### src/rtl/main_fsm_if.sv
// Control bundle between the multicycle sequencer and the datapath/memory side.
// The master is the sequencer. The slave is the datapath, memory and AluDecoder side.
interface main_fsm_if #(
  parameter int CNT_W = 32
);
  logic [1:0]       op;
  logic [5:0]       funct;
  logic             no_write;
  logic             mem_ready;
  logic             mem_req;
  logic             mem_w;
  logic             adr_src;
  logic             ir_write;
  logic             next_pc;
  logic             reg_w;
  logic             branch;
  logic             alu_op;
  logic [1:0]       alu_src_a;
  logic [1:0]       alu_src_b;
  logic [1:0]       result_src;
  logic             illegal;
  logic             bus_err;
  logic             instr_done;
  logic [CNT_W-1:0] retired;

  modport master (
    input  op, funct, no_write, mem_ready,
    output mem_req, mem_w, adr_src, ir_write, next_pc, reg_w, branch, alu_op,
           alu_src_a, alu_src_b, result_src, illegal, bus_err, instr_done, retired
  );

  modport slave (
    output op, funct, no_write, mem_ready,
    input  mem_req, mem_w, adr_src, ir_write, next_pc, reg_w, branch, alu_op,
           alu_src_a, alu_src_b, result_src, illegal, bus_err, instr_done, retired
  );
endinterface

### src/rtl/main_fsm.sv
// Multicycle ARM control sequencer: fetch/decode/execute/memory/writeback with
// a bounded memory-ready wait and a retired-instruction counter.
//
// state    | meaning
// FETCH    | read instruction at PC, PC+4 -> PC on mem_ready
// DECODE   | read registers, PC+8 presented as R15
// EXECUTER | ALU op on register operand
// EXECUTEI | ALU op on immediate operand
// ALUWB    | write ALU result to register file
// MEMADR   | compute load/store address
// MEMREAD  | load access, wait for mem_ready
// MEMWB    | write loaded data to register file
// MEMWRITE | store access, wait for mem_ready
// BRANCH   | compute branch target
module main_fsm #(
  parameter int WAIT_MAX = 16,
  parameter int CNT_W    = 32
) (
  input  logic       clk,
  input  logic       rst_n,
  main_fsm_if.master bus
);

  localparam logic [3:0] FETCH    = 4'd0;
  localparam logic [3:0] DECODE   = 4'd1;
  localparam logic [3:0] MEMADR   = 4'd2;
  localparam logic [3:0] MEMREAD  = 4'd3;
  localparam logic [3:0] MEMWB    = 4'd4;
  localparam logic [3:0] MEMWRITE = 4'd5;
  localparam logic [3:0] EXECUTER = 4'd6;
  localparam logic [3:0] EXECUTEI = 4'd7;
  localparam logic [3:0] ALUWB    = 4'd8;
  localparam logic [3:0] BRANCH   = 4'd9;

  localparam int              WC_W      = $clog2(WAIT_MAX + 1);
  localparam logic [WC_W-1:0] WAIT_LAST = WC_W'(WAIT_MAX - 1);

  logic [3:0]       state, state_nxt;
  logic [WC_W-1:0]  wait_cnt;
  logic [CNT_W-1:0] retired;
  logic             mem_state, timeout, done, illegal;

  assign mem_state = (state == FETCH) || (state == MEMREAD) || (state == MEMWRITE);
  // The WAIT_MAX-th consecutive not-ready cycle aborts; ready on that cycle still wins.
  assign timeout   = mem_state && !bus.mem_ready && (wait_cnt == WAIT_LAST);

  always_comb begin
    state_nxt = state;
    done      = 1'b0;
    illegal   = 1'b0;
    case (state)
      FETCH:    if (bus.mem_ready) state_nxt = DECODE;
      DECODE: begin
        case (bus.op)
          2'b00:   state_nxt = bus.funct[5] ? EXECUTEI : EXECUTER;
          2'b01:   state_nxt = MEMADR;
          2'b10:   state_nxt = BRANCH;
          default: begin
            state_nxt = FETCH;
            illegal   = 1'b1;
            done      = 1'b1;
          end
        endcase
      end
      EXECUTER, EXECUTEI: begin
        if (bus.no_write) begin
          state_nxt = FETCH;
          done      = 1'b1;
        end else begin
          state_nxt = ALUWB;
        end
      end
      MEMADR:   state_nxt = bus.funct[0] ? MEMREAD : MEMWRITE;
      MEMREAD: begin
        if (bus.mem_ready)  state_nxt = MEMWB;
        else if (timeout)   state_nxt = FETCH;
      end
      MEMWRITE: begin
        if (bus.mem_ready) begin
          state_nxt = FETCH;
          done      = 1'b1;
        end else if (timeout) begin
          state_nxt = FETCH;
        end
      end
      ALUWB, MEMWB, BRANCH: begin
        state_nxt = FETCH;
        done      = 1'b1;
      end
      default:  state_nxt = FETCH;
    endcase
  end

  always_ff @(posedge clk or negedge rst_n) begin
    if (!rst_n) begin
      state    <= FETCH;
      wait_cnt <= '0;
      retired  <= '0;
    end else begin
      state <= state_nxt;
      // Any exit from the waiting condition, including a FETCH retry, restarts the count.
      if (mem_state && !bus.mem_ready && !timeout) wait_cnt <= wait_cnt + 1'b1;
      else                                         wait_cnt <= '0;
      if (done) retired <= retired + CNT_W'(1);
    end
  end

  always_comb begin
    bus.mem_req    = 1'b0;
    bus.mem_w      = 1'b0;
    bus.adr_src    = 1'b0;
    bus.ir_write   = 1'b0;
    bus.next_pc    = 1'b0;
    bus.reg_w      = 1'b0;
    bus.branch     = 1'b0;
    bus.alu_op     = 1'b0;
    bus.alu_src_a  = 2'd0;
    bus.alu_src_b  = 2'd0;
    bus.result_src = 2'd0;
    case (state)
      FETCH: begin
        bus.mem_req    = 1'b1;
        bus.ir_write   = bus.mem_ready;
        bus.next_pc    = bus.mem_ready;
        bus.alu_src_a  = 2'd1;
        bus.alu_src_b  = 2'd2;
        bus.result_src = 2'd2;
      end
      DECODE: begin
        bus.alu_src_a  = 2'd1;
        bus.alu_src_b  = 2'd2;
        bus.result_src = 2'd2;
      end
      EXECUTER: bus.alu_op = 1'b1;
      EXECUTEI: begin
        bus.alu_op    = 1'b1;
        bus.alu_src_b = 2'd1;
      end
      ALUWB:    bus.reg_w = 1'b1;
      MEMADR:   bus.alu_src_b = 2'd1;
      MEMREAD: begin
        bus.mem_req = 1'b1;
        bus.adr_src = 1'b1;
      end
      MEMWB: begin
        bus.reg_w      = 1'b1;
        bus.result_src = 2'd1;
      end
      MEMWRITE: begin
        bus.mem_req = 1'b1;
        bus.mem_w   = 1'b1;
        bus.adr_src = 1'b1;
      end
      BRANCH: begin
        bus.branch     = 1'b1;
        bus.alu_src_b  = 2'd1;
        bus.result_src = 2'd2;
      end
      default: ;
    endcase
  end

  assign bus.illegal    = illegal;
  assign bus.bus_err    = timeout;
  assign bus.instr_done = done;
  assign bus.retired    = retired;

endmodule

### src/flat_wrapper.sv
// flat-port wrapper written by rule: the top's interface ports become plain ports
module main_fsm_flat 
#(
  parameter int WAIT_MAX = 16,
  parameter int CNT_W    = 32
)
  (clk, rst_n, bus_op, bus_funct, bus_no_write, bus_mem_ready, bus_mem_req, bus_mem_w, bus_adr_src, bus_ir_write, bus_next_pc, bus_reg_w, bus_branch, bus_alu_op, bus_alu_src_a, bus_alu_src_b, bus_result_src, bus_illegal, bus_bus_err, bus_instr_done, bus_retired);
  main_fsm_if #(.CNT_W(CNT_W)) bus_i ();
  input  logic clk;
  input  logic rst_n;
  input wire logic [$bits(bus_i.op)-1:0] bus_op;
  input wire logic [$bits(bus_i.funct)-1:0] bus_funct;
  input wire logic [$bits(bus_i.no_write)-1:0] bus_no_write;
  input wire logic [$bits(bus_i.mem_ready)-1:0] bus_mem_ready;
  output wire logic [$bits(bus_i.mem_req)-1:0] bus_mem_req;
  output wire logic [$bits(bus_i.mem_w)-1:0] bus_mem_w;
  output wire logic [$bits(bus_i.adr_src)-1:0] bus_adr_src;
  output wire logic [$bits(bus_i.ir_write)-1:0] bus_ir_write;
  output wire logic [$bits(bus_i.next_pc)-1:0] bus_next_pc;
  output wire logic [$bits(bus_i.reg_w)-1:0] bus_reg_w;
  output wire logic [$bits(bus_i.branch)-1:0] bus_branch;
  output wire logic [$bits(bus_i.alu_op)-1:0] bus_alu_op;
  output wire logic [$bits(bus_i.alu_src_a)-1:0] bus_alu_src_a;
  output wire logic [$bits(bus_i.alu_src_b)-1:0] bus_alu_src_b;
  output wire logic [$bits(bus_i.result_src)-1:0] bus_result_src;
  output wire logic [$bits(bus_i.illegal)-1:0] bus_illegal;
  output wire logic [$bits(bus_i.bus_err)-1:0] bus_bus_err;
  output wire logic [$bits(bus_i.instr_done)-1:0] bus_instr_done;
  output wire logic [$bits(bus_i.retired)-1:0] bus_retired;
  assign bus_i.op = bus_op;
  assign bus_i.funct = bus_funct;
  assign bus_i.no_write = bus_no_write;
  assign bus_i.mem_ready = bus_mem_ready;
  assign bus_mem_req = bus_i.mem_req;
  assign bus_mem_w = bus_i.mem_w;
  assign bus_adr_src = bus_i.adr_src;
  assign bus_ir_write = bus_i.ir_write;
  assign bus_next_pc = bus_i.next_pc;
  assign bus_reg_w = bus_i.reg_w;
  assign bus_branch = bus_i.branch;
  assign bus_alu_op = bus_i.alu_op;
  assign bus_alu_src_a = bus_i.alu_src_a;
  assign bus_alu_src_b = bus_i.alu_src_b;
  assign bus_result_src = bus_i.result_src;
  assign bus_illegal = bus_i.illegal;
  assign bus_bus_err = bus_i.bus_err;
  assign bus_instr_done = bus_i.instr_done;
  assign bus_retired = bus_i.retired;
  main_fsm #(.WAIT_MAX(WAIT_MAX), .CNT_W(CNT_W)) u_core (.clk(clk), .rst_n(rst_n), .bus(bus_i));
endmodule
### config.mk
export PLATFORM = sky130hd
export DESIGN_NAME = main_fsm_flat
export DESIGN_NICKNAME = d
export VERILOG_FILES = /design/src/rtl/main_fsm_if.sv /design/src/rtl/main_fsm.sv /design/src/flat_wrapper.sv
export SDC_FILE = /design/constraint.sdc
export NUM_CORES = 1
export LEC_CHECK = 0
export ABC_AREA = 0
export ABC_CLOCK_PERIOD_IN_PS = 2100
export BUFFER_PORTS_ARGS = -buffer_cell sky130_fd_sc_hd__buf_4
export CAP_MARGIN = 20
export CORE_UTILIZATION = 51
export CTS_CLUSTER_SIZE = 28
export DETAILED_ROUTE_END_ITERATION = 16
export PLACE_DENSITY_LB_ADDON = 0.12
export SLEW_MARGIN = 0
export SYNTH_ARGS = -nofsm -noshare
export SYNTH_HDL_FRONTEND = slang
export SYNTH_SLANG_ARGS = --single-unit
### constraint.sdc
create_clock -name clk -period 2.1 [get_ports clk]
set_input_delay 0.21 -clock clk [delete_from_list [all_inputs] [get_ports clk]]
set_output_delay 0.21 -clock clk [all_outputs]
set_load 0.005 [all_outputs]
* Word level (Yosys, flattened, before mapping) *
Cells that the tools add are included.

storage, ports and cells
  output and inout bits = 49
  flip-flop bits (word level) = 41

operators by class
  reductions and logical operators = 18
  equal/unequal tests = 13
  add/sub/neg operators = 2
  muxes and demuxes = 25

operators by type and width
  operator                                             number
  adder 32 x 1 -> 32 bit, second input constant        1
  case mux 4 bit (6 select lines)                      1
  two-way mux 4 bit                                    5
  equality test 4 x 3 -> 1 bit, second input constant  4
  OR reduction 3 bit                                   5
  two-way mux 1 bit                                    13
  case mux 4 bit (3 select lines)                      1
  equality test 4 x 2 -> 1 bit, second input constant  2
  equality test 4 bit, second input constant           2
  case mux 2 bit (2 select lines)                      2
  OR reduction 2 bit                                   4
  adder 5 x 1 -> 5 bit, second input constant          1
  equality test 5 x 4 -> 1 bit, second input constant  1
  two-way mux 5 bit                                    1
  equality test 4 x 1 -> 1 bit, second input constant  1
  logical NOT 4 bit                                    1
  case mux 1 bit (4 select lines)                      1
  logical AND 1 bit                                    3
  two-way mux 3 bit                                    1
  equality test 2 x 1 -> 1 bit, second input constant  1
  equality test 2 bit, second input constant           1
  logical NOT 1 bit                                    2
  logical NOT 2 bit                                    1
  logical OR 1 bit                                     2
  inequality test 2 bit, second input constant         1

* Depth between registers and ports, before layout *
  depth after elaboration = 8
  gate-level depth with buffers = 7
  gate-level depth less buffers = 7

* Worst setup path after synthesis *
No wires, ideal clock.

  path type = reg-to-reg
  start = register u_core.state[1]
  end = register u_core.retired[10] (netlist: u_core.bus.retired[10])
  path slack = 0.164 ns
  library setup time = 0.125 ns
  stages on the path, launching flop included = 8
  arrival = 1.811 ns
  buffers on the path = 1
  cell sequence = dfrtp_1 > buf_2 > nor4b_2 > nand3_2 > inv_2 > o21ai_2 > or4_1 > xnor2_1

on the way
  word-level cells in the longest chain between the ends = 3
  elaborated cells between the ends (all ways) = 10

ends and longest elaborated chain
  element                                                              RTL line         RTL
  from (decl)                                                          main_fsm.sv:38   logic [3:0] state, state_nxt;
  from (signal assigned)                                               main_fsm.sv:100  state <= state_nxt;
  equality test 4 bit or equality test 4 x 3 -> 1 bit (tied branches)  main_fsm.sv:51   case (state)
  OR reduction 3 bit or OR reduction 2 bit (tied branches)             --
  case mux 1 bit (4 select lines) (*)                                  main_fsm.sv:51
  to (signal assigned)                                                 main_fsm.sv:104  if (done) retired <= retired + CNT_W'(1);
  to (decl)                                                            main_fsm.sv:40   logic [CNT_W-1:0] retired;

Every way passes the cells marked *; elsewhere a longest branch is shown, timed or not.
A chain may end at the register's enable or synchronous reset.

* Final worst setup path *
  start = register u_core.state[3]
  end = register u_core.retired[10] (netlist: u_core.bus.retired[10])

Same word-level chain as after synthesis.

==> results_dict.tcl <==
set metrics [dict create \
    outcome "finished, final reports clean" \
    path_max_fanout 4 \
    tns_ns 0 \
    hold_slack_ns 0.1238 \
    p_switching_mw 0.9645 \
    crit_family "simple AND/OR/NAND/NOR gates" \
    intPower_mw 1.893 \
    root_buffer "clkbuf_8" \
    core_area_sq_mm 0.004000 \
    first_pass_iters 4 \
    timing.rr.start "u_core.state[3]$_DFFE_PN0P_" \
    cts_buffer_depth 2 \
    totalWireLength_um 4438 \
    placed_area_sq_mm 0.002676 \
    power.leakage_nw 1.353 \
    antenna_left 0 \
    p_clk_share_pct 22.9 \
    worst_pin_slew_ns 0.4957 \
    seq_power_share_pct 34.9 \
    worst-path-buf-inv 0 \
    worstRegToRegCells 5 \
    drt_iter0_markers 107 \
    fin_area_sq_mm 0.002818 \
    cp.arrival_ns 2.13 \
    grt_pass1_wl_um 7493 \
    slew_violations 0 \
    endpoint_kind "flip-flop" \
    gr-total-overflow 0 \
    clk_pin_slew_ns 0.07 \
    worst-setup-path-type "flip-flop to flip-flop" \
    start_util_pct 53.05 \
    gp_routability_congestion 0.8229 \
    fillers 315 \
    timing.fmax_mhz 513.3 \
    reg2reg_setup_slack_ns 0.15 \
    cts_tree "built" \
    drv_cap 0 \
    drive_gt1_share_pct 29.58 \
    slew_headroom_pct 66.70 \
    syn_to_final_growth_pct 32.78 \
    crit_start "u_core.state[3]$_DFFE_PN0P_" \
    wl_per_cell_um 13.29 \
    diodes 0 \
    min_to "u_core.state[3]$_DFFE_PN0P_" \
    hold_violations 0 \
    fin_crit_sh_pct 92.78 \
    numClockSinks 41 \
    synth_edf_count 0 \
    post-dp-hpwl_um 3271 \
    switching_share_pct 33.75 \
    synth-seq-cells 41 \
    combPwrFrac_pct 42.2 \
    cts_setup_buffers 0 \
    cellPowerDensity_mw_per_mm2 1014 \
    cp_data_required_time_ns 2.29 \
    critPathSlowestCell "or4_1" \
    grt_max_degree 42 \
    yosysSeqAreaShare_pct 48.35 \
    startpoint_type "flip-flop" \
    dieArea_sq_mm 0.004423 \
    dr_total_vias 1771 \
    rsz0062_at_grt "no" \
    h-tree-depth 2 \
    clock_latency_ns 0.30 \
    synth_nets 228 \
    rr_endpoint "u_core.bus.retired[10]$_DFFE_PN0P_" \
    hp-class "input pin to flip-flop" \
    syn-instance-count 213 \
    nets 298 \
    ys.warnings.count 0 \
    syn_area_sq_mm 0.002122 \
    yosys.area.top_type_share_pct 48.35 \
    first_global_vias 1638 \
    syn_area_per_cell_sq_um 9.963 \
    min_from "bus_no_write" \
    grt_use_total_pct 22.83 \
    synth.distinct_cells 45 \
    vias_per_cell 5.302 \
    io_buffers 55 \
    numCtsBuffers 5 \
    clock-skew-final_ns 0.01175 \
    ioPinCount 61 \
    path_cells "nand2b_1 > o31ai_1 > o21ai_2 > or4_1 > xnor2_1" \
    drc 0 \
    max-vdd-ir-drop_mv 0.8177 \
    chipHeight_um 66.51 \
    rows 23 \
    synthArstFlopShare_pct 100.0 \
    die_w_um 66.51 \
    yosys.area.top_type "dfrtp_1" \
    synthTopCellsByArea "dfrtp_1 (48%), xnor2_1 (9.9%), xor2_1 (4.5%)" \
    synth_flop_cell "dfrtp_1" \
    setup_viol 0 \
    antenna_found_initial 0 \
    holdPathStages 2 \
    finalCriticalPeriod_ns 1.948 \
    critical_path.max_stage_delay_ns 0.50 \
]
[layout make-up]
type / count / area [sq um] / area share (%)
clock inverters: 1 / 30.03 / 1.066
clock buffers: 7 / 86.33 / 3.064
well taps: 50 / 62.56 / 2.220
inverters: 8 / 30.03 / 1.066
multi-input cells: 157 / 1042 / 36.99
flip-flops and latches: 41 / 1026 / 36.41
repair buffers: 70 / 540.5 / 19.18
[through the flow]
stage	instances	total power, mW	utilization, %	setup slack, ns
6_report	334	2.858	70.44	0.1516
3_3_place_gp	325	2.178	66.91	0.1875
5_1_grt	334	3.058	70.44	0.01299
3_5_place_dp	325	2.193	66.91	0.1562
4_1_cts	334	2.857	70.07	0.1461
2_1_floorplan	213	1.664	-	0.1638
[logic make-up after synthesis]
family / after synthesis / share of synthesized area [%]
adders and majority gates: 3 / 1.769
other: 1 / 0.1767
xor gates and xnor gates: 35 / 14.45
buffers and inverters: 15 / 3.243
and+or+nand+nor: 98 / 24.41
DFF: 41 / 48.35
muxes: 1 / 0.5306
AOI/OAI and AO/OA: 19 / 7.076
[synthesized netlist by cell type (2+ instances only)]
cell type / number
dfrtp_1: 41
xnor2_1: 24
nor2_1: 19
nand3_1: 16
nand2_1: 15
nor3_1: 12
xor2_1: 11
and3_1: 10
nand4_1: 8
inv_1: 7
a21oi_1: 3
buf_1: 3
buf_4: 3
ha_1: 3
nand2b_1: 3
o31ai_1: 3
and2_1: 2
nor3b_1: 2
o32ai_1: 2
[worst max-delay path by stage]
stage | depth (start not counted) | end
final | 5 | u_core.bus.retired[10]$_DFFE_PN0P_
after global routing | 5 | u_core.bus.retired[10]$_DFFE_PN0P_
after detailed placement | 6 | u_core.bus.retired[10]$_DFFE_PN0P_
after floorplan | 7 | u_core.bus.retired[10]$_DFFE_PN0P_
after global placement | 6 | u_core.bus.retired[10]$_DFFE_PN0P_
after CTS | 6 | u_core.bus.retired[10]$_DFFE_PN0P_
[power by group through the flow]
stage               logic, mW  registers, mW  clock network, mW
floorplan               0.669          0.995                  0
global placement         1.17           1.00                  0
detailed placement       1.19           1.00                  0
CTS                      1.20          0.989              0.667
global route             1.34           1.02              0.699
finish                   1.21          0.996              0.655
[placed cells by master (no fill, tap or decap), types with 2 or more instances in the layout]
| cell | netlist | layout |
|---|---|---|
| xnor2_1 | 24 | 24 |
| and2_1 | 2 | 2 |
| and3_1 | 10 | 10 |
| nor2_1 | 19 | 19 |
| a21oi_1 | 3 | 3 |
| o31ai_1 | 3 | 3 |
| nand2_1 | 15 | 15 |
| inv_1 | 7 | 7 |
| o32ai_1 | 2 | 2 |
| buf_4 | 3 | 68 |
| xor2_1 | 11 | 11 |
| nor3_1 | 12 | 12 |
| dfrtp_1 | 41 | 41 |
| clkbuf_8 | 0 | 6 |
| nand3_1 | 16 | 16 |
| ha_1 | 3 | 3 |
| nand2b_1 | 3 | 3 |
| nand4_1 | 8 | 8 |
| nor3b_1 | 2 | 2 |
[layer usage]
metal	routed length, um	vias to the layer above	part of all wire (%)	GRT usage (%)
met5	0	-	0	0
met3	169	6	3.8	5.651
li1	-	877	-	-
met1	2073	845	47	30.01
met2	2130	43	48	36.48
met4	65	0	1.5	7.979
[timing repair]
item,in CTS,in global routing
hold endpoints to repair,41,0
hold buffers,1,0
resized for setup,0,2
endpoints found under the setup margin,0,2
[registers in the layout, summed over array words and instances (netlist names)]
register and cells:
u_core.wait_cnt 5, u_core.bus.retired 32, u_core.state 4
Note: power is estimated with default switching activity, not from simulation.
